**config.mk**
```make
export PLATFORM = sky130hd
export DESIGN_NAME = rx_ctrl
export DESIGN_NICKNAME = d
export VERILOG_FILES = /design/src/rtl/rx_ctrl.sv
export SDC_FILE = /design/constraint.sdc
export NUM_CORES = 1
export LEC_CHECK = 0
export BUFFER_PORTS_ARGS = -buffer_cell sky130_fd_sc_hd__buf_2
export CORE_MARGIN = 3
export CORE_UTILIZATION = 55
export CTS_BUF_LIST = sky130_fd_sc_hd__clkbuf_2 sky130_fd_sc_hd__clkbuf_4 sky130_fd_sc_hd__clkbuf_8
export DETAILED_ROUTE_END_ITERATION = 10
export MAX_ROUTING_LAYER = met4
export PLACE_DENSITY = 0.88
export SETUP_SLACK_MARGIN = 0.02
export SYNTH_ARGS = -nofsm -noshare
export SYNTH_HDL_FRONTEND = slang
export SYNTH_SLANG_ARGS = --single-unit
```
**constraint.sdc**
```tcl
create_clock -name i_clk -period 2.1 [get_ports i_clk]
set_input_delay 0.21 -clock i_clk [delete_from_list [all_inputs] [get_ports i_clk]]
set_output_delay 0.21 -clock i_clk [all_outputs]
set_load 0.03 [all_outputs]
```
**src/rtl/rx_ctrl.sv**
```systemverilog
// rtl/rx_ctrl.sv - serial receiver sequencer with byte FIFO, error counter and overflow flag
module rx_ctrl #(
  parameter int DEPTH     = 4,
  parameter int ERR_W     = 8,
  parameter bit STORE_ERR = 1'b0
) (
  input  logic                       i_clk,
  input  logic                       i_rst_n,
  input  logic                       i_ctrl_enable,
  input  logic                       i_clear_status,
  output logic                       o_rx_en,
  input  logic [7:0]                 i_rx_data_in,
  input  logic                       i_rx_busy,
  input  logic                       i_rx_ready,
  input  logic                       i_rx_error,
  output logic                       o_rx_data_ack,
  output logic [7:0]                 o_m_data,
  output logic                       o_m_valid,
  input  logic                       i_m_ready,
  output logic [$clog2(DEPTH):0]     o_fifo_count,
  output logic [ERR_W-1:0]           o_err_count,
  output logic                       o_overflow,
  output logic                       o_active
);

  localparam int AW = $clog2(DEPTH);
  localparam logic [AW:0] C_FULL = (AW+1)'(DEPTH);

  typedef enum logic [1:0] {S_DISABLED, S_WAIT, S_CAPTURE, S_ACK} state_t;

  state_t            r_state;
  state_t            w_state_nxt;
  logic              w_rx_en;
  logic              r_ack;
  logic [7:0]        r_mem [DEPTH];
  logic [AW-1:0]     r_wptr;
  logic [AW-1:0]     r_rptr;
  logic [AW:0]       r_count;
  logic [ERR_W-1:0]  r_err_count;
  logic              r_overflow;
  logic              w_capture;
  logic              w_pop;
  logic              w_room;
  logic              w_push;

  // State register
  always_ff @(posedge i_clk) begin
    if (!i_rst_n) r_state <= S_DISABLED;
    else          r_state <= w_state_nxt;
  end

  // Next-state and receiver enable; disable waits for the receiver to go idle
  always_comb begin
    w_state_nxt = r_state;
    w_rx_en     = 1'b1;
    case (r_state)
      S_DISABLED: begin
        w_rx_en = 1'b0;
        if (i_ctrl_enable) w_state_nxt = S_WAIT;
      end
      S_WAIT: begin
        if (i_rx_ready)                         w_state_nxt = S_CAPTURE;
        else if (!i_ctrl_enable && !i_rx_busy)  w_state_nxt = S_DISABLED;
      end
      S_CAPTURE: w_state_nxt = S_ACK;
      S_ACK: begin
        if (!i_rx_ready) w_state_nxt = i_ctrl_enable ? S_WAIT : S_DISABLED;
      end
      default: w_state_nxt = S_DISABLED;
    endcase
  end

  // Ack is high exactly while the FSM sits in ACK
  always_ff @(posedge i_clk) begin
    if (!i_rst_n) r_ack <= 1'b0;
    else          r_ack <= (w_state_nxt == S_ACK);
  end

  assign w_capture = (r_state == S_CAPTURE);
  assign w_pop     = (r_count != '0) && i_m_ready;
  assign w_room    = (r_count < C_FULL) || w_pop;
  assign w_push    = w_capture && w_room && (!i_rx_error || STORE_ERR);

  // FIFO storage; cleared on reset so the empty head reads as zero
  always_ff @(posedge i_clk) begin
    if (!i_rst_n) begin
      for (int i = 0; i < DEPTH; i++) r_mem[i] <= 8'h00;
    end else if (w_push) begin
      r_mem[r_wptr] <= i_rx_data_in;
    end
  end

  // FIFO pointers and occupancy; pointers wrap naturally at DEPTH
  always_ff @(posedge i_clk) begin
    if (!i_rst_n) begin
      r_wptr  <= '0;
      r_rptr  <= '0;
      r_count <= '0;
    end else begin
      if (w_push) r_wptr <= r_wptr + AW'(1);
      if (w_pop)  r_rptr <= r_rptr + AW'(1);
      case ({w_push, w_pop})
        2'b10:   r_count <= r_count + (AW+1)'(1);
        2'b01:   r_count <= r_count - (AW+1)'(1);
        default: r_count <= r_count;
      endcase
    end
  end

  // Saturating framing-error counter; clear has priority over increment
  always_ff @(posedge i_clk) begin
    if (!i_rst_n || i_clear_status)
      r_err_count <= '0;
    else if (w_capture && i_rx_error && !(&r_err_count))
      r_err_count <= r_err_count + ERR_W'(1);
  end

  // Sticky overflow: a good byte found no room; clear has priority
  always_ff @(posedge i_clk) begin
    if (!i_rst_n || i_clear_status)
      r_overflow <= 1'b0;
    else if (w_capture && !i_rx_error && !w_room)
      r_overflow <= 1'b1;
  end

  assign o_rx_en       = w_rx_en;
  assign o_rx_data_ack = r_ack;
  assign o_m_data      = r_mem[r_rptr];
  assign o_m_valid     = (r_count != '0);
  assign o_fifo_count  = r_count;
  assign o_err_count   = r_err_count;
  assign o_overflow    = r_overflow;
  assign o_active      = (r_state != S_DISABLED);

endmodule

```
Word level (Yosys, flattened, before mapping):

Memory sizes are Yosys's and may differ from the RTL's. A register that Yosys moved wholly into a read port is not among the register bits.
Index checks and enable logic that the tools add are counted.

* bits in registers: 19
* memory bits (writable): 32
* input bits: 16
* output and inout bits: 24
* word-level logic and storage cells: 59
* memories kept: 1

Memory list
* r_mem: depth 4, width 8, read ports 1, clocked after memory_dff 1, write ports 4, line 35 `logic [7:0] r_mem [DEPTH];`

* add/subtract/negate cells: 5
* magnitude comparators: 1
* eq/ne operators: 6
* mux-type cells: 17
* reductions and logical operators: 22

Operators by type and width (number)
* 2-bit two-way mux: 7
* 8-bit by 1-bit adder with 8-bit output (second input constant): 1
* 2-bit == test (second input constant): 4
* 1-bit logical AND: 8
* 8-bit two-way mux: 1
* 2-bit case mux with 4 select lines: 1
* 8-bit AND reduction: 1
* 8-bit OR reduction: 1
* 1-bit two-way mux: 7
* 1-bit zero test: 6
* 3-bit case mux with 2 select lines: 1
* 2-bit by 1-bit adder with 2-bit output (second input constant): 2
* 2-bit by 1-bit == test with 1-bit output (second input constant): 2
* 2-bit nonzero test: 2
* 3-bit by 1-bit adder with 3-bit output (second input constant): 1
* 3-bit less-than comparator (second input constant): 1
* 3-bit nonzero test: 1
* 3-bit by 1-bit subtractor with 3-bit output (second input constant): 1
* 2-bit zero test: 1
* 1-bit logical OR: 2

Depth between registers and ports, before layout:

Gate-level depths: netlist (run 1).

* depth in word-level cells: 10
* mapped depth: 9
* gate-level depth less buffers: 8

Worst setup path after synthesis (run 1):

No wires, ideal clock.

* path type: reg2reg
* from: register r_count[2], in the netlist o_fifo_count[2]
* to: register r_count[2], in the netlist o_fifo_count[2]
* library setup time: 0.071 ns
* arrival: 1.948 ns
* required time: 2.029 ns
* slack: 0.081 ns
* cell stages (with the launch flop): 9
* path buffers: 0
* period minus slack after synthesis: 2.019 ns
* cell sequence: dfxtp_1 -> nand2b_1 -> nand2_1 -> ha_1 -> inv_1 -> fa_1 -> xor2_1 -> or3_1 -> a21oi_1

* word-level cells in the longest chain between the ends: 7
* elaborated cells on any way between the ends: 12
* classes of those cells: 2 x add/sub; 1 x order compare; 2 x eq/ne; 1 x mux; 6 x reduce/logical

Ends and longest elaborated chain
* start: declaration: line 38 `logic [AW:0] r_count;`
* start signal: assignment: line 103 `2'b10: r_count <= r_count + (AW+1)'(1);`
* start signal: assignment: line 104 `2'b01: r_count <= r_count - (AW+1)'(1);`
* start signal: assignment: line 105 `default: r_count <= r_count;`
* branches (longest 7 deep; another with 3-bit less-than comparator)

Several ways; the timed one is not identified.
A chain may end at the register's enable or synchronous reset.

==> impl_metrics.toml, run 1 <==
[status]
result_of_the_run = "finished, final reports clean"

[logic_synthesis]
postSynthRegisterBits = 53
fraction_of_synthesized_area_in_multiplexers_pct = 8.826
synthCells = 201
synth.avg_cell_area_um2 = 12.41
synth.lib_cells_used.distinct = 47
synth-adder-area-share_pct = 1.805
ys_dominant_reg_cell = "sky130_fd_sc_hd__edfxtp_1"
synthDominantAreaCellType = "sky130_fd_sc_hd__edfxtp_1"
synthTopCellsByArea = "sky130_fd_sc_hd__edfxtp_1 39%, sky130_fd_sc_hd__dfxtp_1 17%, sky130_fd_sc_hd__and2_1 8.0%"
mappedNetlistNets = 220
synth_largest_type_area_fraction_pct = 38.52
synth_sequential_area_ratio_pct = 55.37
synth_compound_gate_area_share_pct = 7.071
synth_top_family_by_area = "simple AND/OR/NAND/NOR gates"
post_synth_xor_area_fraction_pct = 1.404
synth_warnings = 0
share_of_synthesized_registers_carrying_an_async_set_or_reset_pct = 0
synth_simple_gate_area_share_pct = 22.27
post_synth_instance_area_mm2 = 0.002495
synth_enable_flop_cells = 32

[sta]
fin_crit_ns = 1.907
grt_setup_unrepaired = "no"
max_freq_mhz = 524.3
setup_violations = 0
fin_worst_hold_slack_ns = 0.1767
finalHoldViolations = 0
slew_violations = 0
final.period_utilization_pct = 90.83
finClkSkew_ns = 0.01181
worst_pin_slew_ns = 0.5095
totalNegativeSetupSlack_ns = 0
timing.max_slew.rel_slack_pct = 66.00

[floorplanning]
chipHeight_um = 73.35
design.core.area_mm2 = 0.004173
die_width_um = 73.35
die_area_mm2 = 0.005380
num_rows = 23
initial_core_util_pct = 59.79
floorplan.io_pins = 40

[route]
vias_per_cell = 5.488
antenna_viol_nets_final = 0
dr.first_iter.drc_count = 108
wirelength_um = 4509
firstDrtPassIters = 4
via_count = 1641
routedWlPerCell_um = 15.08
remaining_drc_errors = 0

[global_route]
grt_antenna_before_repair = 0
via_count_of_the_first_global_routing_pass = 1628
maximum_number_of_pins_on_one_net_before_global_route_repair = 18
grt_usage_pct = 19.72
gr_overflow_total = 0
grt_first_pass_wirelength_um = 7700

[critical_path]
worst_ep_arrival_time_ns = 1.70
timing.critical_path.slowest_cell_delay_ns = 0.50
cp.required_ns = 1.89
crit_fanout = 5
worstSetupStartpointType = "register"
path_cells = "buf_4 -> mux4_2 -> buf_2"
timing.critical_path.buf_inv = 2
cp-end-kind = "output pin"
worst_path_max_delay_cell = "sky130_fd_sc_hd__mux4_2"
path_class = "register to output pin"
cp_top_family = "multiplexers"

[clocking]
ctsHoldBuffers = 0
cts-root-buf = "sky130_fd_sc_hd__clkbuf_8"
clk-insertion-delay-late_ns = 0.31
clk_pin_slew_ns = 0.09
cts_max_level = 2
cts_sinks = 53
tritoncts_clock_tree = "done"
tritoncts_buffer_count = 5
clk_path_buf_depth = 2

[final_layout]
post_layout_nonfiller_instances = 299
insertedDiodeCount = 0
post-route-cell-area_mm2 = 0.002888
syn_to_final_growth_pct = 15.75
final_core_utilization_pct = 69.21
fill_cells = 301
nNetsFinal = 267
ratio_of_cells_with_drive_above_1_in_the_final_layout_pct = 30.52

[hold_path]
hold_path_class = "input pin to register"

[power]
power.leakage_nw = 1.124
ir_worst_vdd_v = 0.0004976
areal_power_density_over_the_cells_mw_per_mm2 = 719.7

[placed_design]
detailed_place_hpwl_um = 3285
gp_congestion = 0.8655
numPortBuffers = 39
placed_cell_area_mm2 = 0.002769
placed_cells_incl_taps = 291

[job]
timing.max_cap.violations = 0
-- what timing repair did --
item / 4_1_cts / 5_1_grt
setup endpoints to repair: 0 / 1
setup buffers: 0 / 0
endpoints found under the hold margin: 0 / 0
resized for setup: 0 / 4
-- stage by stage --
| stage | worst slack, ns | total power, mW |
|---|---|---|
| floorplan | 0.08126 | 1.339 |
| global placement | 0.2494 | 1.401 |
| detailed placement | 0.1874 | 1.408 |
| CTS | 0.1380 | 2.094 |
| global route | 0.02578 | 2.170 |
| finish | 0.1926 | 2.078 |
-- tightest hold or removal path, cell delays in order --
cell                      delay, ns
sky130_fd_sc_hd__buf_2         0.09
sky130_fd_sc_hd__mux2i_1       0.07
sky130_fd_sc_hd__nor2_1        0.08
-- cell type report --
type                            instances  area [um^2]  area share [%]
Tap cell                               50        62.56           2.166
Timing Repair Buffer                   48        262.8           9.099
Clock inverter                          3        43.79           1.516
Sequential cell                        53         1385           47.96
Clock buffer                            5        68.82           2.383
Multi-Input combinational cell        132         1035           35.83
Inverter                                8        30.03           1.040
-- power by group --
| group | internal (mW) | switching [mW] |
|---|---|---|
| Clock | 0.357 | 0.337 |
| Sequential | 1.13 | 0.0193 |
| Combinational | 0.0913 | 0.139 |
| Total | 1.58 | 0.495 |
-- cell usage in the layout, fill, tap and decap left out, types with 2 or more instances in the layout --
master / n
sky130_fd_sc_hd__buf_2: 39
sky130_fd_sc_hd__and2_1: 32
sky130_fd_sc_hd__edfxtp_1: 32
sky130_fd_sc_hd__dfxtp_1: 18
sky130_fd_sc_hd__nor2_1: 9
sky130_fd_sc_hd__buf_4: 9
sky130_fd_sc_hd__inv_1: 8
sky130_fd_sc_hd__nand2b_1: 8
sky130_fd_sc_hd__nand2_1: 8
sky130_fd_sc_hd__mux4_2: 8
sky130_fd_sc_hd__a21oi_1: 8
sky130_fd_sc_hd__o21ai_0: 6
sky130_fd_sc_hd__nor3_1: 5
sky130_fd_sc_hd__clkbuf_8: 5
sky130_fd_sc_hd__mux2i_1: 4
sky130_fd_sc_hd__a211oi_1: 4
sky130_fd_sc_hd__nand3_1: 3
sky130_fd_sc_hd__or3_1: 3
sky130_fd_sc_hd__xor2_1: 3
sky130_fd_sc_hd__dfxtp_2: 3
sky130_fd_sc_hd__nor2b_1: 2
sky130_fd_sc_hd__and4_1: 2
sky130_fd_sc_hd__nor4_4: 2
sky130_fd_sc_hd__nor4_1: 2
sky130_fd_sc_hd__a41oi_1: 2
-- sequential cells by signal (all words and copies together), names as in the netlist, named ones only --
| signal | flops |
|---|---|
| r_mem | 32 |
| o_err_count | 8 |
| o_fifo_count | 3 |
| r_rptr | 2 |
| r_state | 2 |
| r_wptr | 2 |
| o_overflow | 1 |
| o_rx_data_ack | 1 |
-- cell usage after synthesis, types with 3 or more instances --
cell                       number
sky130_fd_sc_hd__a21oi_1        8
sky130_fd_sc_hd__mux2i_1        4
sky130_fd_sc_hd__xor2_1         3
sky130_fd_sc_hd__nand2b_1       8
sky130_fd_sc_hd__nor2_1         9
sky130_fd_sc_hd__and2_1        32
sky130_fd_sc_hd__nor3_1         5
sky130_fd_sc_hd__dfxtp_1       21
sky130_fd_sc_hd__edfxtp_1      32
sky130_fd_sc_hd__mux4_2         8
sky130_fd_sc_hd__nand3_1        3
sky130_fd_sc_hd__a211oi_1       4
sky130_fd_sc_hd__inv_1          8
sky130_fd_sc_hd__o21ai_0        6
sky130_fd_sc_hd__or3_1          3
sky130_fd_sc_hd__nand2_1        8
-- worst paths after layout --
check                           slack (ns)               to             from  cells after the start
worst min-delay path                  0.18       r_state[1]       i_rx_ready                      3
worst min register to register        0.48       o_overflow       o_overflow                      2
worst max register to register        0.20  o_fifo_count[2]  o_fifo_count[2]                      8
worst max-delay path                  0.19      o_m_data[0]         register                      3
-- metal layers --
metal / wire [um] / part of all wire [%] / global-route usage, % / up-vias
li1: - / - / - / 825
met1: 1864 / 41 / 22.83 / 770
met2: 2344 / 52 / 33.57 / 41
met3: 247 / 5.5 / 5.062 / 5
met4: 52 / 1.2 / 6.237 / 0
met5: 0 / 0 / - / -
-- logic make-up after synthesis --
kind of cell / Yosys count
AOI/OAI and AO/OA: 27
and+or+nand+nor: 86
adders and majority gates: 3
muxes: 12
xor gates and xnor gates: 4
DFF: 53
buffers and inverters: 16
No activity file was read; power rests on OpenSTA's default activity.
==> run 2, diff against run 1 <==
==> constraint.sdc (replaced) <==
create_clock -name i_clk -period 2.1 [get_ports i_clk]
set_input_delay 0.105 -clock i_clk [delete_from_list [all_inputs] [get_ports i_clk]]
set_output_delay 0.105 -clock i_clk [all_outputs]
set_load 0.03 [all_outputs]
==> run 2 against run 1 <==
  * Power decreased by 5.7%
  * Highest routed layer unchanged
  * Cell count unchanged
  * Clock-buffer cell count rose by 1
  * Non-clock buffer count unchanged
  * Critical endpoint is now o_fifo_count[2]
==> impl_metrics.toml, run 2 (synthesis gave the netlist of run 1 again) <==
[global_route]
grt_first_pass_wirelength_um = 7686
gr_overflow_total = 0
grt_antenna_before_repair = 0
grt_usage_pct = 19.65
via_count_of_the_first_global_routing_pass = 1658
maximum_number_of_pins_on_one_net_before_global_route_repair = 17

[sta]
final.period_utilization_pct = 92.66
fin_crit_ns = 1.946
grt_setup_unrepaired = "no"
finalHoldViolations = 0
worst_pin_slew_ns = 0.5002
finClkSkew_ns = 0.002064
setup_violations = 0
slew_violations = 0
totalNegativeSetupSlack_ns = 0
fin_worst_hold_slack_ns = 0.06779
max_freq_mhz = 513.9
timing.max_slew.rel_slack_pct = 66.41

[clocking]
cts_sinks = 53
post-cts-setup-buffers = 0
clk_pin_slew_ns = 0.09
post_cts.resized_instances = 0
clk_path_buf_depth = 2
ctsHoldBuffers = 0
cts-root-buf = "sky130_fd_sc_hd__clkbuf_8"
cts_max_level = 2
tritoncts_buffer_count = 5
tritoncts_clock_tree = "done"
clk-insertion-delay-late_ns = 0.30

[floorplanning]
num_rows = 23
floorplan.io_pins = 40
die_width_um = 73.35
die_area_mm2 = 0.005380
initial_core_util_pct = 59.79
chipHeight_um = 73.35
design.core.area_mm2 = 0.004173

[job]
timing.max_cap.violations = 0

[route]
firstDrtPassIters = 4
wirelength_um = 4586
antenna_viol_nets_final = 0
vias_per_cell = 5.559
via_count = 1662
remaining_drc_errors = 0
routedWlPerCell_um = 15.34
dr.first_iter.drc_count = 137

[critical_path]
cp-end-kind = "register"
worstSetupStartpointType = "register"
crit_fanout = 8
worst_ep_arrival_time_ns = 2.17
cp.required_ns = 2.32
path_class = "register to register"

[final_layout]
ratio_of_cells_with_drive_above_1_in_the_final_layout_pct = 30.12
post-route-cell-area_mm2 = 0.002865
fill_cells = 316
final_cell_mix = "39 x sky130_fd_sc_hd__buf_2, 32 x sky130_fd_sc_hd__and2_1, 32 x sky130_fd_sc_hd__edfxtp_1"
insertedDiodeCount = 0
largest_register_ffs = 32
nNetsFinal = 267
ff_latch_area_mm2 = 0.001388
syn_to_final_growth_pct = 14.84
final_core_utilization_pct = 68.67
area_taken_by_multi_input_logic_gates_mm2 = 0.001032
layout_commonest_cell = "sky130_fd_sc_hd__buf_2"
top_reg_by_flops = "r_mem"

[placed_design]
numPortBuffers = 39
gp_congestion = 0.8608
placed_cell_area_mm2 = 0.002769
detailed_place_hpwl_um = 3342

[power]
ir_worst_vdd_v = 0.0003898
power.leakage_nw = 1.116
areal_power_density_over_the_cells_mw_per_mm2 = 683.8

[hold_path]
hold_path_class = "input pin to register"

[status]
result_of_the_run = "finished, final reports clean"
==> run 2: changes by cell type in the layout (fill, tap and decap cells not counted), sizes merged <==
cell    before  now
clkbuf       5    6
bufinv       1    0
==> run 2: critical path, cell delays in order, from the launching register on <==
cell                       delay [ns]
sky130_fd_sc_hd__dfxtp_4         0.39
sky130_fd_sc_hd__nand2b_1        0.11
sky130_fd_sc_hd__nand2_1         0.10
sky130_fd_sc_hd__ha_1            0.18
sky130_fd_sc_hd__inv_1           0.06
sky130_fd_sc_hd__fa_1            0.37
sky130_fd_sc_hd__xor2_1          0.17
sky130_fd_sc_hd__or3_1           0.33
sky130_fd_sc_hd__a21oi_1         0.16
==> run 2: worst paths after layout <==
kind	endpoint	cells past startpoint	start	slack (ns)
worst max-delay path	o_fifo_count[2]	8	o_fifo_count[2]	0.15
worst min-delay path	o_rx_data_ack	3	i_rx_ready	0.07
worst max register to register	o_fifo_count[2]	8	o_fifo_count[2]	0.15
worst min register to register	o_overflow	2	o_overflow	0.51
==> run 2: stage by stage <==
stage / power, mW / setup slack [ns] / cells
finish: 1.959 / 0.1542 / 299
global route: 2.041 / 0.04240 / 299
CTS: 1.980 / 0.04200 / 299
detailed placement: 1.409 / 0.1188 / 291
global placement: 1.401 / 0.2480 / 291
floorplan: 1.339 / 0.08126 / 201
==> run 2: where the power goes <==
group / internal [mW] / switching, mW / leakage (nW)
Combinational: 0.0909 / 0.139 / 0.565
Sequential: 1.13 / 0.0187 / 0.502
Clock: 0.251 / 0.326 / 0.0490
Total: 1.48 / 0.484 / 1.12
==> run 2: layer usage <==
layer  global-route usage (%)  share of wire, %
met5                        -                 0
met4                    7.243              0.74
met3                    3.557               5.2
met2                    33.86                53
met1                    22.91                41
==> run 2: cell type report <==
class	count	area share, %
flip-flops and latches	53	48.43
multi-input cells	132	36.03
repair buffers	48	9.170
clock buffers	6	2.664
well taps	50	2.183
inverters	8	1.048
clock inverters	2	0.4803
==> run 3, diff against run 2 <==
CORE_MARGIN = default   (was 3)
SLEW_MARGIN = 20   (was default)
clock period = 2.49 ns   (was 2.1 ns; I/O delays follow)
==> run 3 against run 2 <==
  * Maximum frequency fell by 6.6%
  * Cell count fell by 1.3%
  * Flip-flop and latch count did not move
  * Combinational power fell by 23%
  * Critical path depth did not move
==> impl_metrics.toml, run 3 (synthesis gave the netlist of run 1 again) <==
[route]
antenna_viol_nets_final = 0
dr.first_iter.drc_count = 104
vias_per_cell = 5.685
remaining_drc_errors = 0
routedWlPerCell_um = 15.29
wirelength_um = 4512
via_count = 1677
firstDrtPassIters = 5

[placed_design]
detailed_place_hpwl_um = 3220
gp_congestion = 0.8250
numPortBuffers = 39
placed_cells_incl_taps = 287

[clocking]
clk-insertion-delay-late_ns = 0.30
cts_max_level = 2
cts-root-buf = "sky130_fd_sc_hd__clkbuf_8"
post-cts-setup-buffers = 0
clk_pin_slew_ns = 0.09
ctsHoldBuffers = 0
tritoncts_clock_tree = "done"
post_cts.resized_instances = 0
tritoncts_buffer_count = 5
cts_sinks = 53
clk_path_buf_depth = 2

[critical_path]
crit_fanout = 10
cp-end-kind = "register"
worst_ep_arrival_time_ns = 2.31
worst_r2r_endpoint = "o_fifo_count[2]"
timing.reg2reg.worst_path_depth = 8
path_class = "register to register"
worst-r2r-setup-slack_ns = 0.41
worstSetupStartpointType = "register"
worstReg2RegStart = "r_state[1]"
cp.required_ns = 2.72

[power]
power.combinational.fraction_pct = 10.7
report.power.total_mw = 1.655
share_clk_of_total_power_pct = 30.1
total_switching_power_mw = 0.4076
p_sw_share_pct = 24.62
p_int_mw = 1.248
ir_worst_vdd_v = 0.0003084
power.share.sequential_pct = 59.2
power.leakage_nw = 1.078
areal_power_density_over_the_cells_mw_per_mm2 = 587.5

[global_route]
grt_usage_pct = 21.11
via_count_of_the_first_global_routing_pass = 1662
grt_first_pass_wirelength_um = 7728
grt_antenna_before_repair = 0
maximum_number_of_pins_on_one_net_before_global_route_repair = 16
gr_overflow_total = 0

[floorplanning]
design.core.area_mm2 = 0.004354
num_rows = 24
initial_core_util_pct = 57.30
die_area_mm2 = 0.004809
chipHeight_um = 69.35
die_width_um = 69.35
floorplan.io_pins = 40

[final_layout]
insertedDiodeCount = 0
top_reg_by_flops = "r_mem"
final_cell_mix = "39 x sky130_fd_sc_hd__buf_2, 32 x sky130_fd_sc_hd__and2_1, 32 x sky130_fd_sc_hd__edfxtp_1"
post_layout_nonfiller_instances = 295
ratio_of_cells_with_drive_above_1_in_the_final_layout_pct = 27.16
syn_to_final_growth_pct = 12.94
layout_commonest_cell = "sky130_fd_sc_hd__buf_2"
nNetsFinal = 261
largest_register_ffs = 32

[sta]
finalHoldViolations = 0
final.period_utilization_pct = 83.69
worst_pin_slew_ns = 0.7159
max_freq_mhz = 479.8
timing.max_slew.rel_slack_pct = 52.17
finClkSkew_ns = 0.006423
slew_violations = 0
setup_violations = 0
totalNegativeSetupSlack_ns = 0
fin_crit_ns = 2.084
grt_setup_unrepaired = "no"

[hold_path]
hold_path_class = "input pin to register"
hold_path.startpoint = "i_rx_ready"
min_delay_worst_endpoint = "o_rx_data_ack"
holdPathStages = 3

[status]
result_of_the_run = "finished, final reports clean"

[job]
timing.max_cap.violations = 0
[run 3: area by class of cell]
| class | instances | area (um^2) |
|---|---|---|
| Clock buffer | 7 | 83.83 |
| Clock inverter | 1 | 7.507 |
| Fill cell | 328 | 1536 |
| Inverter | 8 | 30.03 |
| Multi-Input combinational cell | 132 | 1032 |
| Sequential cell | 53 | 1381 |
| Tap cell | 52 | 65.06 |
| Timing Repair Buffer | 42 | 217.7 |
[run 3: worst max-delay path, stage by stage, from the launching register on]
cell and delay, ns:
sky130_fd_sc_hd__dfxtp_1 0.52, sky130_fd_sc_hd__nor3b_2 0.36, sky130_fd_sc_hd__nand2_1 0.12, sky130_fd_sc_hd__ha_1 0.22, sky130_fd_sc_hd__inv_1 0.07, sky130_fd_sc_hd__fa_1 0.17, sky130_fd_sc_hd__xor2_1 0.07, sky130_fd_sc_hd__or3_1 0.32
sky130_fd_sc_hd__a21oi_1 0.16
[run 3: metrics by stage]
| stage | util, % | hold slack (ns) | worst slack (ns) | cell area [um^2] |
|---|---|---|---|---|
| floorplan | - | 0.2690 | 0.4713 | 2495 |
| global placement | 62.61 | 0.3873 | 0.5372 | 2726 |
| detailed placement | 62.61 | 0.4027 | 0.4290 | 2726 |
| CTS | 64.71 | 0.08583 | 0.4076 | 2818 |
| global route | 64.71 | 0.1015 | 0.2291 | 2818 |
| finish | 64.71 | 0.09268 | 0.4060 | 2818 |
[run 3: routing by layer]
metal | part of all wire (%) | global-route usage, % | vias to the layer above | wire, um
li1 | - | - | 819 | -
met1 | 43 | 25.61 | 807 | 1959
met2 | 51 | 34.41 | 45 | 2295
met3 | 4.8 | 5.959 | 6 | 217
met4 | 0.89 | 6.349 | 0 | 40
met5 | 0 | - | - | 0
[run 3: power groups by stage]
stage               clock (mW)  combinational (mW)  sequential, mW
floorplan                    0               0.137           0.992
global placement             0               0.174           0.999
detailed placement           0               0.179            1.00
CTS                      0.507               0.179           0.982
global route             0.545               0.192           0.987
finish                   0.498               0.177           0.981
[run 3: worst max-delay path by stage]
stage / start / endpoint / slack [ns]
after CTS: r_state[1] / o_fifo_count[2] / 0.41
after global placement: r_state[1] / o_fifo_count[2] / 0.54
after detailed placement: r_state[1] / r_mem[0][6] / 0.43
after global routing: r_state[1] / o_fifo_count[2] / 0.23
after floorplan: o_fifo_count[2] / o_fifo_count[2] / 0.47
final: r_state[1] / o_fifo_count[2] / 0.41
